`src/rtl/mmix_logic_shift_unit.sv`:
```
// MMIX bitwise logic and iterative shift unit: collects Y/Z through independent
// valid strobes, executes one op (shifts take STEP bits per cycle), writes back once.
module mmix_logic_shift_unit #(
  parameter int W    = 64,
  parameter int STEP = 8,
  parameter int RA_W = 8
) (
  input  logic            clk,
  input  logic            reset_n,
  input  logic            enable,
  input  logic [3:0]      op,
  input  logic [RA_W-1:0] dst,
  input  logic [W-1:0]    y,
  input  logic [W-1:0]    z,
  input  logic            y_valid,
  input  logic            z_valid,
  output logic            busy,
  output logic            regwe,
  output logic [RA_W-1:0] regwa,
  output logic [W-1:0]    regwd,
  output logic            cf,
  output logic            done
);

  localparam int CW = $clog2(W) + 1;
  localparam logic [CW-1:0] W_CNT    = CW'(W);
  localparam logic [CW-1:0] STEP_CNT = CW'(STEP);
  localparam logic [W-1:0]  W_OPND   = W'(W);

  typedef enum logic [1:0] {S_IDLE, S_WAIT, S_EXEC, S_DONE} state_t;

  state_t            state_reg, state_next;
  logic [3:0]        op_reg;
  logic [RA_W-1:0]   dst_reg;
  logic [W-1:0]      y_reg, z_reg, acc_reg;
  logic              y_got_reg, z_got_reg;
  logic [CW-1:0]     rem_reg, n_reg;
  logic              regwe_reg, cf_reg, done_reg;
  logic [RA_W-1:0]   regwa_reg;
  logic [W-1:0]      regwd_reg;

  logic [W-1:0]        y_next, z_next, acc_shift, logic_res, result;
  logic                y_got_next, z_got_next, both_ready;
  logic                is_logic, is_shift, exec_last, sl_ovf;
  logic [CW-1:0]       n_calc, step_amt, rem_after;
  logic signed [W-1:0] sra_back;

  assign busy  = (state_reg != S_IDLE);
  assign regwe = regwe_reg;
  assign regwa = regwa_reg;
  assign regwd = regwd_reg;
  assign cf    = cf_reg;
  assign done  = done_reg;

  always_comb begin
    y_next     = y_reg;
    z_next     = z_reg;
    y_got_next = y_got_reg;
    z_got_next = z_got_reg;
    if (state_reg == S_WAIT) begin
      if (y_valid) begin
        y_next     = y;
        y_got_next = 1'b1;
      end
      if (z_valid) begin
        z_next     = z;
        z_got_next = 1'b1;
      end
    end
    both_ready = y_got_next & z_got_next;
    // z is unsigned; anything at or beyond W saturates the shift distance to W
    n_calc     = (z_next >= W_OPND) ? W_CNT : z_next[CW-1:0];
  end

  always_comb begin
    is_logic  = ~op_reg[3];
    is_shift  = op_reg[3] & ~op_reg[2];
    step_amt  = (rem_reg > STEP_CNT) ? STEP_CNT : rem_reg;
    rem_after = rem_reg - step_amt;
    acc_shift = acc_reg;
    case (op_reg[1:0])
      2'd0, 2'd1: acc_shift = acc_reg << step_amt;
      2'd2:       acc_shift = $signed(acc_reg) >>> step_amt;
      default:    acc_shift = acc_reg >> step_amt;
    endcase
    logic_res = '0;
    case (op_reg[2:0])
      3'd0:    logic_res = y_reg & z_reg;
      3'd1:    logic_res = y_reg | z_reg;
      3'd2:    logic_res = y_reg ^ z_reg;
      3'd3:    logic_res = y_reg & ~z_reg;
      3'd4:    logic_res = y_reg | ~z_reg;
      3'd5:    logic_res = ~(y_reg & z_reg);
      3'd6:    logic_res = ~(y_reg | z_reg);
      default: logic_res = ~(y_reg ^ z_reg);
    endcase
    result    = is_shift ? acc_shift : logic_res;
    exec_last = !is_shift || (rem_after == '0);
    // SL overflows when shifting the result back arithmetically does not recover y
    sra_back  = $signed(acc_shift) >>> n_reg;
    sl_ovf    = (sra_back != $signed(y_reg));
  end

  always_comb begin
    state_next = state_reg;
    case (state_reg)
      S_IDLE:  if (enable) state_next = S_WAIT;
      S_WAIT:  if (both_ready) state_next = S_EXEC;
      S_EXEC:  if (exec_last) state_next = S_DONE;
      default: state_next = S_IDLE;
    endcase
  end

  always_ff @(posedge clk) begin
    if (!reset_n) begin
      state_reg <= S_IDLE;
      op_reg    <= '0;
      dst_reg   <= '0;
      y_reg     <= '0;
      z_reg     <= '0;
      acc_reg   <= '0;
      y_got_reg <= 1'b0;
      z_got_reg <= 1'b0;
      rem_reg   <= '0;
      n_reg     <= '0;
      regwe_reg <= 1'b0;
      regwa_reg <= '0;
      regwd_reg <= '0;
      cf_reg    <= 1'b0;
      done_reg  <= 1'b0;
    end else begin
      state_reg <= state_next;
      regwe_reg <= 1'b0;
      done_reg  <= 1'b0;
      case (state_reg)
        S_IDLE: begin
          if (enable) begin
            op_reg    <= op;
            dst_reg   <= dst;
            y_got_reg <= 1'b0;
            z_got_reg <= 1'b0;
          end
        end
        S_WAIT: begin
          y_reg     <= y_next;
          z_reg     <= z_next;
          y_got_reg <= y_got_next;
          z_got_reg <= z_got_next;
          if (both_ready) begin
            acc_reg <= y_next;
            rem_reg <= n_calc;
            n_reg   <= n_calc;
          end
        end
        S_EXEC: begin
          acc_reg <= acc_shift;
          rem_reg <= rem_after;
          if (exec_last) begin
            done_reg <= 1'b1;
            cf_reg   <= is_shift && (op_reg[1:0] == 2'd0) && sl_ovf;
            if (is_logic || is_shift) begin
              regwe_reg <= 1'b1;
              regwa_reg <= dst_reg;
              regwd_reg <= result;
            end
          end
        end
        default: ;
      endcase
    end
  end

endmodule

```
`config.mk`:
```
export PLATFORM = sky130hd
export DESIGN_NAME = mmix_logic_shift_unit
export DESIGN_NICKNAME = d
export VERILOG_FILES = /design/src/rtl/mmix_logic_shift_unit.sv
export SDC_FILE = /design/constraint.sdc
export NUM_CORES = 1
export LEC_CHECK = 0
export ABC_CLOCK_PERIOD_IN_PS = 7000
export BUFFER_PORTS_ARGS = -buffer_cell sky130_fd_sc_hd__clkbuf_2
export CAP_MARGIN = 0
export CELL_PAD_IN_SITES_DETAIL_PLACEMENT = 1
export CELL_PAD_IN_SITES_GLOBAL_PLACEMENT = 2
export CORE_MARGIN = 1
export CORE_UTILIZATION = 30
export CTS_CLUSTER_SIZE = 20
export DETAILED_ROUTE_END_ITERATION = 8
export GPL_TIMING_DRIVEN = 1
export PLACE_DENSITY_LB_ADDON = 0.1
export SETUP_SLACK_MARGIN = 0.05
export SYNTH_ARGS = -nofsm -noshare
export SYNTH_HDL_FRONTEND = slang
export SYNTH_SLANG_ARGS = --single-unit
```
`constraint.sdc`:
```
create_clock -name clk -period 7 [get_ports clk]
set_clock_uncertainty 0.05 [all_clocks]
set_input_delay 1.4 -clock clk [delete_from_list [all_inputs] [get_ports clk]]
set_output_delay 1.4 -clock clk [all_outputs]
set_load 0.01 [all_outputs]
```
After elaboration in Yosys (flattened, before gate mapping) --
Cells that the tools add are included. Widths: inputs -> output; s select.
Operators by class: add/subtract/negate cells 1, order comparisons 2, eq/ne operators 14, shift operators 4, multiplexer cells 25, bitwise operators 13, reduce and logical (&&, ||, !) cells 22
Operators by type and width (count):
- $pmux 64 s7 | 1
- $mux 64 | 5
- $not 64->64 | 4
- $pmux 64 s2 | 2
- $and 64x64->64 | 2
- $or 64x64->64 | 2
- $sshr 64x7->64 | 2
- $ge 64x7->1 const B | 1
- $ne 64x64->1 | 1
- $shl 64x7->64 | 1
- $shr 64x7->64 | 1
- $xor 64x64->64 | 1
- $mux 7 | 3
- $pmux 7 s2 | 1
- $reduce_and 2->1 | 6
- $eq 3x3->1 const B | 3
- $reduce_and 3->1 | 3
- $gt 7x4->1 const B | 1
- $logic_not 7->1 | 1
- $mux 1 | 7
- $sub 7x7->7 | 1
- $eq 3x2->1 const B | 2
- $mux 2 | 3
- $ne 2x2->1 const B | 3
- 14 further kinds | 24
Word-level totals: bits in registers 297, logic and storage cells 96

Longest topological paths before layout --
depth after elaboration 7, mapped depth 24

Worst setup path before layout --
Ideal clock, no wire load.
path type register -> register, start register rem_reg[3], end register cf_reg (netlist: cf), library setup time 140 ps, arrival time 5202 ps, data required time 6810 ps, slack 1608 ps, stages on the path, launching flop included 25, path buffers 7, period minus slack after synthesis 5392 ps, cells stage by stage dfxtp_1 or4_1 buf_4 buf_6 buf_6 buf_6 buf_6 buf_6 clkbuf_1 nand2_1 ha_1 nor3_1 nand2b_1 o221a_2 or4_1 a21o_1 a32o_1 a2111o_1 a2111oi_0 and4bb_2 o311ai_1 nor4b_1 nand4_1 nor4_1 a41oi_1
On the way: cells in the longest elaborated chain, start to end 7, elaborated cells between the ends (all ways) 13, those cells by class 1 x add/sub; 1 x order compare; 1 x eq/ne; 4 x shift; 2 x mux; 4 x reduce/logical
RTL lines:
- start, declared | RTL line 37 | logic [CW-1:0] rem_reg, n_reg;
- start signal, assigned | RTL line 151 | rem_reg <= n_calc;
- start signal, assigned | RTL line 157 | rem_reg <= rem_after;
- $gt 7x4->1 | RTL line 78 | step_amt = (rem_reg > STEP_CNT) ? STEP_CNT : rem_reg;
- $mux 7 | RTL line 78
- $shr 64x7->64, or another cell as far along | RTL line 84 | default: acc_shift = acc_reg >> step_amt;
- $pmux 64 s2 | RTL line 81 | case (op_reg[1:0])
- $sshr 64x7->64 | RTL line 100 | sra_back = $signed(acc_shift) >>> n_reg;
- $ne 64x64->1 | RTL line 101 | sl_ovf = (sra_back != $signed(y_reg));
- $logic_and 1x1->1 | RTL line 160 | cf_reg <= is_shift && (op_reg[1:0] == 2'd0) && sl_ovf;
- end signal, assigned | RTL line 160
- end, declared | RTL line 38 | logic regwe_reg, cf_reg, done_reg;
Parallel ways exist; a longest one is shown, timed or not. A chain may end at the register's enable or synchronous reset.

Final worst setup path --
Same ends and word-level chain as after synthesis.

==> metrics.cfg <==
[logic_synthesis]
syn_inst = 4850
ys_warn_count = 0
synth_edf_count = 0
syn-cell-area_sq_um = 35500
ys_types = 107
async_flop_share_pct = 0
synth_fp_nets = 5256
ys_seq_elements = 297
ys.flop_type = dfxtp_1
ys_seq_area_share_pct = 16.8
avgSynthCellArea_sq_um = 7.32

[layout]
synthToLayoutAreaGrowth_pct = 13.7
finalNonFillerCells = 6481
multi_input_area_sq_um = 26700
final_common_cell = nand2_1
fillers = 14289
seqCellArea_sq_um = 5980
drive_above_1_share_pct = 16.5
nNetsFinal = 5328
final_cell_mix = nand2_1, a21oi_1, nor2_1
utilization_pct = 34.6

[setup_path]
critPathCaptureType = register
critPathKind = register to register
timing.critical_path.buf_inv = 4
cp.arrival_ps = 7270
path_cells = nor4_4, buf_12, buf_12, buf_4, nand3_1, o211ai_1, nand4_1, mux2i_1, nor2_1, nand2_1, nand4_1, a2111oi_0, nand4_1, nor4_1, nand4_1, nor4_1, buf_4, a41oi_1
rr_worst_depth = 18
cp.depth = 18
slowest_stage = a2111oi_0
crit_family = simple AND/OR/NAND/NOR gates
crit_fanout = 24
cp_data_required_time_ps = 7470
cpMostUsedCell = nand4_1
start_kind = register
critPathMaxStageDelay_ps = 1000

[min_path]
hold_depth = 2
hp-class = register to register

[timing]
maxSlewHeadroom_pct = 11.4
min_period_over_period_pct = 97.2
setup_viol = 0
rsz0062_at_grt = false
finalHoldViolCount = 0
fin_crit_ps = 6800
drv_slew = 0
finalWorstSetupSlack_ps = 197
worst_pin_slew_ps = 1320
fin_hold_ws_ps = 398
fin_setup_tns_ps = 0
fmax_ghz = 0.147

[power_and_ir_drop]
vdd_drop_max_mv = 0.283
p_leak_nw = 14.8
power.density_nw_per_um2 = 592

[die]
std_cell_rows = 125
die_w_um = 346
pin_count = 221
start_util_pct = 30.4
die_area_sq_um = 120000
die_h_um = 346
core_sq_um = 117000

[place]
dp_hpwl_um = 201000
portBuffers = 220
place_ws_ps = 466
gp_congestion = 1.07
place_inst = 6401

[route]
wl_met1_um = 106000
drt-initial-drc-count = 5550
routed-wl-met3_um = 25200
wl_per_cell_um = 39.7
top_layer = met5
firstDrtPassIters = 6
vias_per_cell = 6.73
wl_met2_um = 109000
drc_errors = 0
ant_nets = 0
vias = 43613
wl_um = 257000

[clock_tree]
h-tree-depth = 2
clk_pin_slew_worst_paths_ps = 70
cts_max_path_buffers = 3
cts_buffers = 43
cts_tree = built
cts_resized = 0
cts_hold_buf = 0
clock-sinks = 297
postCtsSetupBuffers = 0
root_buffer = clkbuf_16
worst_skew_pair.late_latency_ps = 680

[global_routing]
grt_max_degree = 121
grt_antenna_before_repair = 23
grt_util_all_layers_pct = 41.3
grt_overflow = 0
first_global_vias = 41884
grt_pass1_wl_um = 352000

[outcome]
outcome = completed

[job]
maxCapViolations = 0

-- final cells by class --
| class | count | share of cell area (%) |
|---|---|---|
| inverter | 233 | 2.20 |
| tap | 1524 | 4.72 |
| clock inverter | 16 | 0.611 |
| multi-input combinational | 3846 | 66.1 |
| timing repair buffer | 501 | 8.33 |
| antenna | 2 | 0.0124 |
| sequential | 297 | 14.8 |
| clock buffer | 62 | 3.20 |
-- synthesized netlist by cell type, types with 36 or more instances --
cell,instances,area (sq um)
a32oi_1,36,315
ha_1,261,3270
o21ai_0,218,1090
a22oi_1,69,518
clkbuf_1,321,1200
nand4_1,47,294
o22ai_1,100,626
mux2i_1,125,1250
a211oi_1,176,1320
nor4_1,65,407
nand3_1,108,541
dfxtp_1,297,5950
buf_1,60,225
a31oi_1,60,375
o211ai_1,129,968
o211a_1,62,621
inv_1,225,845
nor3_1,110,551
a21oi_1,399,2000
buf_2,56,280
o221ai_1,39,342
nor2_1,389,1460
nand2_1,651,2440
mux4_2,100,2250
-- worst paths after layout --
path	from	slack (ps)	to
hold / removal	dst_reg[5]	400	regwa[5]
hold reg to reg	dst_reg[5]	400	regwa[5]
setup reg to reg	rem_reg[3]	200	cf
setup / recovery	rem_reg[3]	200	cf
-- routing by layer --
metal	up-vias	GRT usage, %
li1	18374	-
met1	22033	54.1
met2	2534	62.0
met3	648	9.89
met4	24	22.9
met5	-	0
-- kinds of logic after synthesis --
group | share of synthesized area, %
AO/OA/AOI/OAI | 33.9
AND/OR/NAND/NOR | 20.1
buffers and inverters | 8.30
flip-flops | 16.8
adder cells (fa/ha/maj) | 9.20
multiplexers | 11.0
XOR/XNOR | 0.740
other | 0.0106
-- metrics by stage --
stage	instance area, sq um	total power [mW]
finish	40400	23.9
global route	40400	24.2
CTS	40400	23.0
detailed placement	38800	20.5
global placement	38800	20.6
floorplan	35500	12.0
-- worst register-to-register path, stage by stage, from the launching register on --
cell	delay (ps)
dfxtp_1	460
nor4_4	910
buf_12	280
buf_12	210
buf_4	270
nand3_1	170
o211ai_1	270
nand4_1	440
mux2i_1	710
nor2_1	230
nand2_1	150
nand4_1	140
a2111oi_0	1000
nand4_1	360
nor4_1	360
nand4_1	120
nor4_1	270
buf_4	170
a41oi_1	90
-- where the power goes --
part	total [mW]	internal, mW	switching, mW
sequential	2.79	2.01	0.782
combinational	18.7	5.51	13.2
clock	2.43	1.41	1.02
(Power assumes the default switching activity.)
